==> config.mk <==
export PLATFORM = sky130hd
export DESIGN_NAME = fetch_unit_flat
export DESIGN_NICKNAME = d
export VERILOG_FILES = /design/src/rtl/fetch_if.sv /design/src/rtl/fetch_unit.sv /design/src/flat_wrapper.sv
export SDC_FILE = /design/constraint.sdc
export NUM_CORES = 1
export LEC_CHECK = 0
export CORE_MARGIN = 2
export CORE_UTILIZATION = 28
export DETAILED_ROUTE_END_ITERATION = 10
export PLACE_DENSITY_LB_ADDON = 0.08
export SLEW_MARGIN = 20
export SYNTH_ARGS = -nofsm -noshare
export SYNTH_HDL_FRONTEND = slang
export SYNTH_SLANG_ARGS = --single-unit
==> constraint.sdc <==
create_clock -name clk -period 6.95 [get_ports clk]
set_input_delay 0.695 -clock clk [delete_from_list [all_inputs] [get_ports clk]]
set_output_delay 0.695 -clock clk [all_outputs]
set_load 0.1 [all_outputs]
==> src/rtl/fetch_if.sv <==
// Fetch unit bus bundle: instruction-memory request/response, decode handshake,
// redirect and halt control. master = fetch unit, slave = memory/decode side.
interface fetch_if #(
    parameter int unsigned ABITS = 32,
    parameter int unsigned DBITS = 32
);
    logic             imem_req_valid;
    logic             imem_req_ready;
    logic [ABITS-1:0] imem_req_addr;
    logic             imem_rsp_valid;
    logic [DBITS-1:0] imem_rsp_data;
    logic             dec_valid;
    logic             dec_ready;
    logic [DBITS-1:0] dec_inst;
    logic [ABITS-1:0] dec_pc;
    logic             redirect;
    logic [ABITS-1:0] redirect_pc;
    logic             halt;
    logic             halted;

    modport master (
        output imem_req_valid, imem_req_addr, dec_valid, dec_inst, dec_pc, halted,
        input  imem_req_ready, imem_rsp_valid, imem_rsp_data, dec_ready, redirect,
               redirect_pc, halt
    );

    modport slave (
        input  imem_req_valid, imem_req_addr, dec_valid, dec_inst, dec_pc, halted,
        output imem_req_ready, imem_rsp_valid, imem_rsp_data, dec_ready, redirect,
               redirect_pc, halt
    );
endinterface

==> src/rtl/fetch_unit.sv <==
// Instruction-fetch front end: owns the fetch PC, issues credit-limited word requests,
// queues returned words with their PCs for decode and squashes stale data on redirect.
module fetch_unit #(
    parameter int unsigned      ABITS    = 32,
    parameter int unsigned      DBITS    = 32,
    parameter int unsigned      DEPTH    = 2,
    parameter logic [ABITS-1:0] RESET_PC = '0
) (
    input logic     clk,
    input logic     rst,
    fetch_if.master bus
);
    localparam int unsigned PW  = $clog2(DEPTH);
    localparam int unsigned CW  = PW + 1;
    localparam int unsigned CW1 = CW + 1;

    typedef enum logic [1:0] {StIdle, StFetch, StHalted} state_e;

    state_e           state_q, state_d;
    logic [ABITS-1:0] fpc_q;
    logic [CW-1:0]    out_cnt_q, drop_cnt_q, q_cnt_q;

    // Address tags for in-flight requests, consumed one per response (dropped or not)
    logic [ABITS-1:0] tag_mem_q [DEPTH];
    logic [PW-1:0]    tag_wr_q, tag_rd_q;

    logic [DBITS-1:0] inst_mem_q [DEPTH];
    logic [ABITS-1:0] pc_mem_q   [DEPTH];
    logic [PW-1:0]    q_wr_q, q_rd_q;

    logic          pop, accept, push, drop;
    logic [CW-1:0] credit;

    assign pop    = bus.dec_valid & bus.dec_ready;
    // Out-of-range credit is impossible: a pop implies q_cnt >= 1.
    assign credit = out_cnt_q + q_cnt_q - CW'(pop);
    assign accept = bus.imem_req_valid & bus.imem_req_ready;
    assign drop   = bus.imem_rsp_valid & (drop_cnt_q != '0);
    assign push   = bus.imem_rsp_valid & (drop_cnt_q == '0) & ~bus.redirect;

    assign bus.imem_req_valid = (state_q == StFetch) & ~bus.halt & ~bus.redirect &
                                (CW1'(credit) < CW1'(DEPTH));
    assign bus.imem_req_addr  = fpc_q;
    assign bus.dec_valid      = (q_cnt_q != '0);
    assign bus.dec_inst       = inst_mem_q[q_rd_q];
    assign bus.dec_pc         = pc_mem_q[q_rd_q];
    assign bus.halted         = (state_q == StHalted);

    always_comb begin
        state_d = state_q;
        case (state_q)
            StIdle:   state_d = StFetch;
            StFetch:  if (bus.halt && out_cnt_q == '0) state_d = StHalted;
            StHalted: if (!bus.halt) state_d = StFetch;
            default:  state_d = StIdle;
        endcase
    end

    always_ff @(posedge clk or posedge rst) begin
        if (rst) begin
            state_q    <= StIdle;
            fpc_q      <= RESET_PC;
            out_cnt_q  <= '0;
            drop_cnt_q <= '0;
            q_cnt_q    <= '0;
            tag_wr_q   <= '0;
            tag_rd_q   <= '0;
            q_wr_q     <= '0;
            q_rd_q     <= '0;
            tag_mem_q  <= '{default: '0};
            inst_mem_q <= '{default: '0};
            pc_mem_q   <= '{default: '0};
        end else begin
            state_q   <= state_d;
            out_cnt_q <= out_cnt_q + CW'(accept) - CW'(bus.imem_rsp_valid);
            if (accept) begin
                tag_mem_q[tag_wr_q] <= fpc_q;
                tag_wr_q            <= tag_wr_q + PW'(1);
            end
            if (bus.imem_rsp_valid) tag_rd_q <= tag_rd_q + PW'(1);

            if (bus.redirect) begin
                // Everything still in flight, minus a response landing now, is stale.
                fpc_q      <= bus.redirect_pc;
                drop_cnt_q <= out_cnt_q - CW'(bus.imem_rsp_valid);
                q_cnt_q    <= '0;
                q_wr_q     <= '0;
                q_rd_q     <= '0;
            end else begin
                if (accept) fpc_q <= fpc_q + ABITS'(1);
                if (drop) drop_cnt_q <= drop_cnt_q - CW'(1);
                if (push) begin
                    inst_mem_q[q_wr_q] <= bus.imem_rsp_data;
                    pc_mem_q[q_wr_q]   <= tag_mem_q[tag_rd_q];
                    q_wr_q             <= q_wr_q + PW'(1);
                end
                if (pop) q_rd_q <= q_rd_q + PW'(1);
                q_cnt_q <= q_cnt_q + CW'(push) - CW'(pop);
            end
        end
    end
endmodule

==> src/flat_wrapper.sv <==
// flat-port wrapper written by rule: the top's interface ports become plain ports
module fetch_unit_flat 
#(
    parameter int unsigned      ABITS    = 32,
    parameter int unsigned      DBITS    = 32,
    parameter int unsigned      DEPTH    = 2,
    parameter logic [ABITS-1:0] RESET_PC = '0
)
  (clk, rst, bus_imem_req_valid, bus_imem_req_addr, bus_dec_valid, bus_dec_inst, bus_dec_pc, bus_halted, bus_imem_req_ready, bus_imem_rsp_valid, bus_imem_rsp_data, bus_dec_ready, bus_redirect, bus_redirect_pc, bus_halt);
  fetch_if #(.ABITS(ABITS), .DBITS(DBITS)) bus_i ();
  input logic clk;
  input logic rst;
  output wire logic [$bits(bus_i.imem_req_valid)-1:0] bus_imem_req_valid;
  output wire logic [$bits(bus_i.imem_req_addr)-1:0] bus_imem_req_addr;
  output wire logic [$bits(bus_i.dec_valid)-1:0] bus_dec_valid;
  output wire logic [$bits(bus_i.dec_inst)-1:0] bus_dec_inst;
  output wire logic [$bits(bus_i.dec_pc)-1:0] bus_dec_pc;
  output wire logic [$bits(bus_i.halted)-1:0] bus_halted;
  input wire logic [$bits(bus_i.imem_req_ready)-1:0] bus_imem_req_ready;
  input wire logic [$bits(bus_i.imem_rsp_valid)-1:0] bus_imem_rsp_valid;
  input wire logic [$bits(bus_i.imem_rsp_data)-1:0] bus_imem_rsp_data;
  input wire logic [$bits(bus_i.dec_ready)-1:0] bus_dec_ready;
  input wire logic [$bits(bus_i.redirect)-1:0] bus_redirect;
  input wire logic [$bits(bus_i.redirect_pc)-1:0] bus_redirect_pc;
  input wire logic [$bits(bus_i.halt)-1:0] bus_halt;
  assign bus_imem_req_valid = bus_i.imem_req_valid;
  assign bus_imem_req_addr = bus_i.imem_req_addr;
  assign bus_dec_valid = bus_i.dec_valid;
  assign bus_dec_inst = bus_i.dec_inst;
  assign bus_dec_pc = bus_i.dec_pc;
  assign bus_halted = bus_i.halted;
  assign bus_i.imem_req_ready = bus_imem_req_ready;
  assign bus_i.imem_rsp_valid = bus_imem_rsp_valid;
  assign bus_i.imem_rsp_data = bus_imem_rsp_data;
  assign bus_i.dec_ready = bus_dec_ready;
  assign bus_i.redirect = bus_redirect;
  assign bus_i.redirect_pc = bus_redirect_pc;
  assign bus_i.halt = bus_halt;
  fetch_unit #(.ABITS(ABITS), .DBITS(DBITS), .DEPTH(DEPTH), .RESET_PC(RESET_PC)) u_core (.clk(clk), .rst(rst), .bus(bus_i));
endmodule
==> out/qor.yml, run 1 <==
drt:
  routed_wl_mm: 28.3
  routed-via-count: 7279
  drcViolationCount: 0
  drt-wirelength-per-cell_um: 18.0
  final_antenna_net_count: 0
  drt-pass1-iter-count: 4
  drt_iter0_markers: 337
  viasPerCell: 4.64
logic_synthesis:
  synth_top_family_by_area: "multiplexers"
  synth_area_leaders: "dfrtp_1, mux2_2, mux2_1"
  ys_ff_latch: 236
  synth-async-reset-ratio_pct: 100
  synthAdderAreaFrac_pct: 0.582
  synth-simple-area-share_pct: 8.24
  yosys_most_used_dff: "dfrtp_1"
  synth.avg_cell_area_um2: 12.2
  syn_inst: 879
  ys_types: 58
  synth_mux_area_share_pct: 23.2
  synth_seq_area_share_pct: 55.0
  synth_nets: 955
  synthXorXnorAreaFrac_pct: 0.815
  synth_edf_count: 0
  syn-cell-area_mm2: 0.0107
  yosysTopAreaCell: "dfrtp_1"
  yosys_warnings: 0
  yosysTopAreaCellShare_pct: 55.0
  synth_compound_area_share_pct: 9.47
cts:
  cts_num_sinks: 236
  cts_buffer_depth: 3
  cts_tree: "built"
  clk_latency_ns: 0.55
  postCtsHoldBufs: 0
  postCtsSetupBuffers: 0
  clockRootBuffer: "clkbuf_16"
  cts.repair.resized: 0
  cts_buffers: 28
  htreeDepth: 1
  clk_pin_slew_ns: 0.06
critical_path:
  worstSetupEndpointType: "output pin"
  cp_max_fo: 65
  r2r_setup_slack_ns: 4.25
  cp_cell_sequence: "mux2_2 > clkdlybuf4s50_1"
  max_stage_delay_ns: 1.21
  start_kind: "flip-flop"
  crit_type: "flip-flop to output pin"
  cp.required_ns: 6.25
  cp_slowest_cell: "clkdlybuf4s50_1"
  cp_data_arrival_time_ns: 3.22
floorplanning:
  die_x_um: 200
  start_util_pct: 28.5
  die_area_mm2: 0.0400
  die_h_um: 200
  num_io_pins: 170
  core_area_mm2: 0.0378
  fp-row-count: 71
finish:
  area_growth_syn_to_layout_pct: 29.0
  drive_gt1_share_pct: 22.3
  n_antenna_cell: 0
  fillers: 3816
  final_nets: 1114
sta:
  tightest_slew_ns: 1.10
  min_period_ns: 3.91
  finalMaxSlewViolations: 0
  finalHoldViolations: 0
  finalCritPeriodShare_pct: 56.3
  final.setup.tns_ns: 0
  fmax_mhz: 256
  finalSetupViolations: 0
  rsz0062_at_grt: "false"
  fin_skew_ns: 0.00927
  maxSlewHeadroom_pct: 26.9
job:
  maxCapViolCount: 0
global_route:
  antenna_found_initial: 0
  grt_pass1_vias: 7379
  grt_max_degree: 66
  track_usage_pct: 14.3
  grt_pass1_wl_mm: 44.2
  grt_overflow: 0
place:
  io_buffers: 169
  dpl.hpwl_mm: 18.4
  routabilityCongestion: 0.755
min_path:
  min_path_type: "input port to asynchronous set/reset pin"
run_status:
  status: "complete, no violations"
## cells in the final DEF, fill, tap and decap left out, types with 13 or more instances in the layout
cell             count
a21oi_1             38
nor3_1              13
clkdlybuf4s50_1    169
nor2_1              55
o21ai_0             46
nand2_1             55
dfrtp_1            234
mux2_2             158
clkbuf_16           29
a221o_1             13
mux2i_1             33
inv_1               14
mux2_1              34
## kinds of logic (layout without fill, tap and decap cells)
family                   count (synthesis)  count (layout)
AO/OA/AOI/OAI                          148             148
AND/OR/NAND/NOR                        187             187
multiplexers                           225             225
flip-flops                             236             236
adder cells (fa/ha/maj)                  5               5
buffers and inverters                   68             248
XOR/XNOR                                10              10
## sequential cells by signal (all words and copies together) (netlist names), 2 cells and up
signal / cells
u_core.drop_cnt_q: 2
u_core.inst_mem_q: 64
u_core.q_cnt_q: 2
u_core.out_cnt_q: 2
u_core.tag_mem_q: 64
u_core.pc_mem_q: 64
u_core.bus.imem_req_addr: 32
u_core.state_q: 2
## per-stage QoR
step	instances	setup slack (ns)	area [µm²]	hold WS, ns	util [%]
5_1_grt	1570	2.91	13900	0.380	36.7
3_5_place_dp	1518	3.24	12900	0.464	34.3
6_report	1570	3.04	13900	0.395	36.7
2_1_floorplan	879	3.16	10700	0.444	-
3_3_place_gp	1518	3.21	12900	0.457	34.3
4_1_cts	1569	2.94	13800	0.364	36.6
## layout make-up
cell class,count,area (µm²),area share [%]
Sequential cell,236,5910,42.6
Multi-Input combinational cell,575,4560,32.9
Timing Repair Buffer,182,1810,13.1
Clock buffer,46,860,6.20
Tap cell,511,639,4.61
Inverter,15,60.1,0.433
Clock inverter,5,25.0,0.181
## synth_stat cells, types with 3 or more instances
cell type  instances
o21a_1             3
nor2b_1            3
ha_1               5
o21ai_1            4
xor2_1             3
a21bo_2            8
nand2b_1           4
buf_1              7
xnor2_1            7
nor3b_1            3
a21boi_0           5
o21ai_0           46
a21oi_1           38
and2_1             8
a21o_1             8
nand3_1           12
nor3_1            14
nor2_1            55
inv_1             15
dfrtp_1          236
o311ai_1           4
a221o_1           13
buf_4              4
mux2_1            34
mux2_2           158
clkbuf_1          33
or2_2              3
nand2_1           56
mux2i_1           33
nor4_1             3
and3_1             5
nand4_1            9
buf_2              7
## routing by layer
layer / vias up / GRT usage, % / routed length [µm]
met5: - / 0 / 0
met4: 0 / 3.81 / 519
met3: 34 / 2.62 / 1450
met2: 164 / 21.8 / 12300
met1: 3608 / 20.8 / 14100
li1: 3473 / - / -
## critical path: cells and delay by family (launching register included)
| kind | cells | cell delay (ns) |
|---|---|---|
| DFF | 1 | 1.10 |
| buffers and inverters | 1 | 1.21 |
| muxes | 1 | 0.31 |
## final timing paths
check,start,to,cells past startpoint
hold / removal,rst,u_core.state_q[1],2
setup / recovery,u_core.q_rd_q,bus_dec_pc[19],2
setup reg to reg,u_core.bus.imem_req_addr[0],u_core.bus.imem_req_addr[30],7
min in group clk,u_core.pc_mem_q[25],u_core.pc_mem_q[25],2
hold reg to reg,u_core.pc_mem_q[25],u_core.pc_mem_q[25],2
max in group asynchronous,rst,u_core.q_rd_q,4
Power of run 1 is not shown: default switching activity piles up to over one toggle a cycle in this logic, so the estimate is an artifact.
==> run 2, diff against run 1 <==
Clock period 6.95 ns to 3.9 ns, I/O delays scaled along.
==> run 2 against run 1 <==
- core utilization grew 0.12 points
- first-iteration DRC count shrank 18%
- critical path depth is the same
- die area is the same
- register-to-register slack lost 2.9 ns
==> out/qor.yml, run 2 (synthesis gave the netlist of run 1 again) <==
critical_path:
  start_kind: "flip-flop"  # unchanged
  crit_path_start: "u_core.q_rd_q"  # unchanged
  max_stage_delay_ns: 1.10  # was 1.21 ns
  r2r-start: "u_core.bus.imem_req_addr[9]"  # was u_core.bus.imem_req_addr[0]
  crit_type: "flip-flop to output pin"  # unchanged
  cp_slowest_cell: "dfrtp_4"  # was clkdlybuf4s50_1
  cp_data_arrival_time_ns: 2.37  # was 3.22 ns
  r2r_setup_slack_ns: 1.32  # was 4.25 ns
  cp_top_family: "flip-flops"  # was buffers and inverters
  cp_cell_sequence: "mux2_2 > buf_4"  # was mux2_2 > clkdlybuf4s50_1
  worst-path-buf-inv: 1  # unchanged
  worstSetupEndpointType: "output pin"  # unchanged
  cp_max_fo: 65  # unchanged
  cp.required_ns: 3.51  # was 6.25 ns
sta:
  rsz0062_at_grt: "false"  # unchanged
  finalHoldViolations: 0  # unchanged
  finalSetupViolations: 0  # unchanged
  min_period_ns: 2.76
  finalMaxSlewViolations: 0  # unchanged
  maxSlewHeadroom_pct: 29.6  # was 26.9%
  final.setup.tns_ns: 0  # unchanged
  fmax_mhz: 363
  tightest_slew_ns: 1.05  # was 1.10 ns
  fin_skew_ns: 0.00814  # was 0.00927 ns
  finalCritPeriodShare_pct: 70.7
floorplanning:
  die_h_um: 200  # unchanged
  num_io_pins: 170  # unchanged
  start_util_pct: 28.5  # unchanged
  core_area_mm2: 0.0378  # unchanged
  fp-row-count: 71  # unchanged
  die_area_mm2: 0.0400  # unchanged
  die_x_um: 200  # unchanged
cts:
  clk_latency_ns: 0.54  # was 0.55 ns
  cts_tree: "built"  # unchanged
  cts_buffer_depth: 3  # unchanged
  clockRootBuffer: "clkbuf_16"  # unchanged
  clk_pin_slew_ns: 0.06  # about the same
  postCtsSetupBuffers: 0  # unchanged
  htreeDepth: 1  # unchanged
  cts.repair.resized: 0  # unchanged
  postCtsHoldBufs: 0  # unchanged
  cts_num_sinks: 236  # unchanged
  cts_buffers: 29  # was 28
place:
  routabilityCongestion: 0.744  # was 0.755
  dpl.hpwl_mm: 18.5  # was 18.4 mm
  io_buffers: 169  # unchanged
finish:
  drive_gt1_share_pct: 29.4  # was 22.3%
  n_antenna_cell: 0  # unchanged
  fillers: 3769  # was 3816
  area_growth_syn_to_layout_pct: 29.4  # was 29.0%
  final_cell_mix: "dfrtp_1, mux2_2, clkdlybuf4s50_1"  # was dfrtp_1, clkdlybuf4s50_1, mux2_2
  layout_commonest_cell: "dfrtp_1"  # unchanged
  ff_latch_area_mm2: 0.00591  # unchanged
  final_nets: 1124  # was 1114
  reg_top3: "u_core.inst_mem_q: 64 flops, u_core.pc_mem_q: 64 flops, u_core.tag_mem_q: 64 flops"  # unchanged
  multi_input_area_mm2: 0.00456  # unchanged
global_route:
  track_usage_pct: 14.5  # was 14.3%
  grt_pass1_vias: 7660  # was 7379
  antenna_found_initial: 0  # unchanged
  grt_pass1_wl_mm: 44.9  # was 44.2 mm
  grt_max_degree: 124  # was 66
  grt_overflow: 0  # unchanged
drt:
  drt_iter0_markers: 276  # was 337
  final_antenna_net_count: 0  # unchanged
  viasPerCell: 4.67  # was 4.64
  routed_wl_mm: 28.9  # was 28.3 mm
  drt-pass1-iter-count: 4  # unchanged
  drcViolationCount: 0  # unchanged
  drt-wirelength-per-cell_um: 18.3  # was 18.0 µm
  routed-via-count: 7380  # was 7279
min_path:
  min_path_type: "input port to asynchronous set/reset pin"  # unchanged
run_status:
  status: "complete, no violations"  # unchanged
job:
  maxCapViolCount: 0  # unchanged
## run 2: stage by stage
| stage | instance area (µm²) | std cells | util (%) | setup slack [ns] | hold slack, ns |
|---|---|---|---|---|---|
| after floorplan | 10700 | 879 | - | 0.418 | 0.444 |
| after global placement | 12900 | 1527 | 34.2 | 0.970 | 0.456 |
| after detailed placement | 12900 | 1527 | 34.2 | 0.912 | 0.464 |
| after CTS | 13900 | 1578 | 36.8 | 1.02 | 0.0694 |
| after global routing | 13900 | 1579 | 36.8 | 1.00 | 0.0843 |
| final | 13900 | 1579 | 36.8 | 1.14 | 0.0960 |
## run 2: worst paths after layout
kind / end / cells after the start
min: u_core.state_q[1] / 2
max in group asynchronous: u_core.tag_mem_q[10] / 3
min in group clk: u_core.bus.imem_req_addr[18] / 3
min reg2reg: u_core.pc_mem_q[29] / 2
max: bus_dec_pc[31] / 2
max reg2reg: u_core.bus.imem_req_addr[31] / 6
## run 2: per-layer routing
metal	part of all wire, %	vias up	routed length [µm]	global-route usage (%)
met5	0	-	0	0
met4	1.7	0	487	3.54
met3	4.3	38	1240	2.27
met2	44	153	12800	22.7
met1	50	3691	14400	20.9
li1	-	3498	-	-
## run 2: layout make-up
cell class	instances	area share [%]
Multi-Input combinational cell	575	32.8
Inverter	15	0.432
Sequential cell	236	42.5
Tap cell	511	4.60
Timing Repair Buffer	191	12.6
Clock inverter	10	1.08
Clock buffer	41	5.97
Power of run 2 is left out for the same reason.
==> run 3, diff against run 2 <==
Clock period 3.9 ns to 2.75 ns, I/O delays scaled along.
==> run 3 against run 2 <==
- hold slack worse by 0.053 ns
- critical path type unchanged
- design area up 5.8%
- die area unchanged
- first-iteration DRC count rose by 3.6%
- setup slack got worse by 0.91 ns
- register-to-register slack lost 0.91 ns
- critical path depth up 1
- via count rose by 0.28%
- final cell count increased by 0.63%
- core utilization rose by 2.1 points
==> out/qor.yml, run 3 (synthesis gave the netlist of run 1 again) <==
cts:
  postCtsSetupBuffers: 0  # unchanged
  htreeDepth: 1  # unchanged
  postCtsHoldBufs: 0  # unchanged
  cts_num_sinks: 236  # unchanged
  cts_tree: "built"  # unchanged
  cts_buffers: 28  # was 29
  clk_pin_slew_ns: 0.06  # about the same
  clockRootBuffer: "clkbuf_16"  # unchanged
  cts.repair.resized: 0  # unchanged
  cts_buffer_depth: 3  # unchanged
  clk_latency_ns: 0.54  # about the same
global_route:
  grt_pass1_vias: 7534  # was 7660
  antenna_found_initial: 0  # unchanged
  track_usage_pct: 14.7  # was 14.5%
  grt_busiest_layer: "met2"  # unchanged
  met1_usage_pct: 21.5  # was 20.9%
  grtUsageMet2_pct: 22.7  # about the same
  grt_overflow: 0  # unchanged
  grtUsageMet3_pct: 2.28  # was 2.27%
  grt_max_degree: 109  # was 124
  grt_pass1_wl_mm: 45.7  # was 44.9 mm
min_path:
  min_path_type: "input port to asynchronous set/reset pin"  # unchanged
critical_path:
  r2r_setup_slack_ns: 0.41  # was 1.32 ns
  cp_max_fo: 37  # was 65
  r2r-start: "u_core.q_cnt_q[1]"  # was u_core.bus.imem_req_addr[9]
  cp_data_arrival_time_ns: 2.25  # was 2.37 ns
  rr_endpoint: "u_core.bus.imem_req_addr[19]"  # was u_core.bus.imem_req_addr[31]
  start_kind: "flip-flop"  # unchanged
  crit_path_start: "u_core.q_rd_q"  # unchanged
  worstSetupEndpointType: "output pin"  # unchanged
  rr_worst_depth: 8  # was 6
  cp.required_ns: 2.48  # was 3.51 ns
  cp-endpoint: "bus_dec_pc[2]"  # was bus_dec_pc[31]
  crit_type: "flip-flop to output pin"  # unchanged
floorplanning:
  start_util_pct: 28.5  # unchanged
  die_x_um: 200  # unchanged
  core_area_mm2: 0.0378  # unchanged
  die_h_um: 200  # unchanged
  num_io_pins: 170  # unchanged
  fp-row-count: 71  # unchanged
  die_area_mm2: 0.0400  # unchanged
sta:
  fmax_mhz: 397
  finalCritPeriodShare_pct: 91.7
  min_period_ns: 2.52
  maxSlewHeadroom_pct: 57.6  # was 29.6%
  timing.final.ws_setup_ns: 0.229  # was 1.14 ns
  finalMaxSlewViolations: 0  # unchanged
  finalSetupViolations: 0  # unchanged
  fin_skew_ns: 0.0107  # was 0.00814 ns
  hold_slack_ns: 0.0432  # was 0.0960 ns
  tightest_slew_ns: 0.637  # was 1.05 ns
  finalHoldViolations: 0  # unchanged
  rsz0062_at_grt: "false"  # unchanged
drt:
  drt-pass1-iter-count: 4  # unchanged
  routed_wl_mm: 28.9  # about the same
  viasPerCell: 4.66  # was 4.67
  routed-via-count: 7401  # was 7380
  drt-wirelength-per-cell_um: 18.2  # was 18.3 µm
  drcViolationCount: 0  # unchanged
  final_antenna_net_count: 0  # unchanged
  drt_iter0_markers: 286  # was 276
finish:
  final_cell_mix: "dfrtp_1, mux2_2, buf_12"  # was dfrtp_1, mux2_2, clkdlybuf4s50_1
  area_growth_syn_to_layout_pct: 36.9  # was 29.4%
  final_nets: 1135  # was 1124
  n_antenna_cell: 0  # unchanged
  layout_commonest_cell: "dfrtp_1"  # unchanged
  drive_gt1_share_pct: 32.9  # was 29.4%
  reg_top3: "u_core.inst_mem_q: 64 flops, u_core.pc_mem_q: 64 flops, u_core.tag_mem_q: 64 flops"  # unchanged
  fin_cells: 1589  # was 1579
place:
  io_buffers: 169  # unchanged
  pre_cts_slack_ns: 0.0988  # was 0.912 ns
  routabilityCongestion: 0.726  # was 0.744
  placed_cells: 1540  # was 1527
  dpl.hpwl_mm: 19.5  # was 18.5 mm
run_status:
  status: "complete, no violations"  # unchanged
job:
  maxCapViolCount: 0  # unchanged
-- run 3: cell count changes in the layout (fill, tap and decap cells not counted), sizes merged --
cell and delta:
clkinv -5, clkbuf +4, clkdlybuf4s50 -34, clkinvlp +2, bufinv -3, buf +46
-- run 3: cell type report --
cell class,count,area [µm²]
Fill cell,3672,23000
Sequential cell,236,5910
Multi-Input combinational cell,575,4560
Timing Repair Buffer,203,2640
Clock buffer,45,856
Tap cell,511,639
Inverter,15,60.1
Clock inverter,4,50.0
-- run 3: worst min path at each step --
stage,startpoint,end,cells past startpoint
floorplan,bus_imem_rsp_valid,u_core.tag_rd_q,1
global placement,u_core.pc_mem_q[25],u_core.pc_mem_q[25],2
detailed placement,u_core.pc_mem_q[23],u_core.pc_mem_q[23],2
CTS,rst,u_core.q_cnt_q[1],2
global route,rst,u_core.q_cnt_q[1],2
finish,rst,u_core.q_cnt_q[1],2
-- run 3: layer usage --
layer	routed length [µm]	part of all wire (%)	vias to the layer above
met2	12800	44	159
met5	0	0	-
met1	14300	49	3689
met3	1190	4.1	37
li1	-	-	3516
met4	592	2.1	0
-- run 3: critical path, cell delays in order (launching register included) --
cell and delay (ns):
dfrtp_4 0.84, buf_4 0.29, mux2_2 0.40, buf_12 0.18
-- run 3: stage by stage --
step | area (µm²) | util, % | setup TNS (ns)
CTS | 14700 | 39.0 | 0
global route | 14700 | 39.0 | 0
finish | 14700 | 39.0 | 0
detailed placement | 13800 | 36.6 | 0
floorplan | 10700 | - | -145.60
global placement | 13800 | 36.6 | 0
Power of run 3 is left out for the same reason.
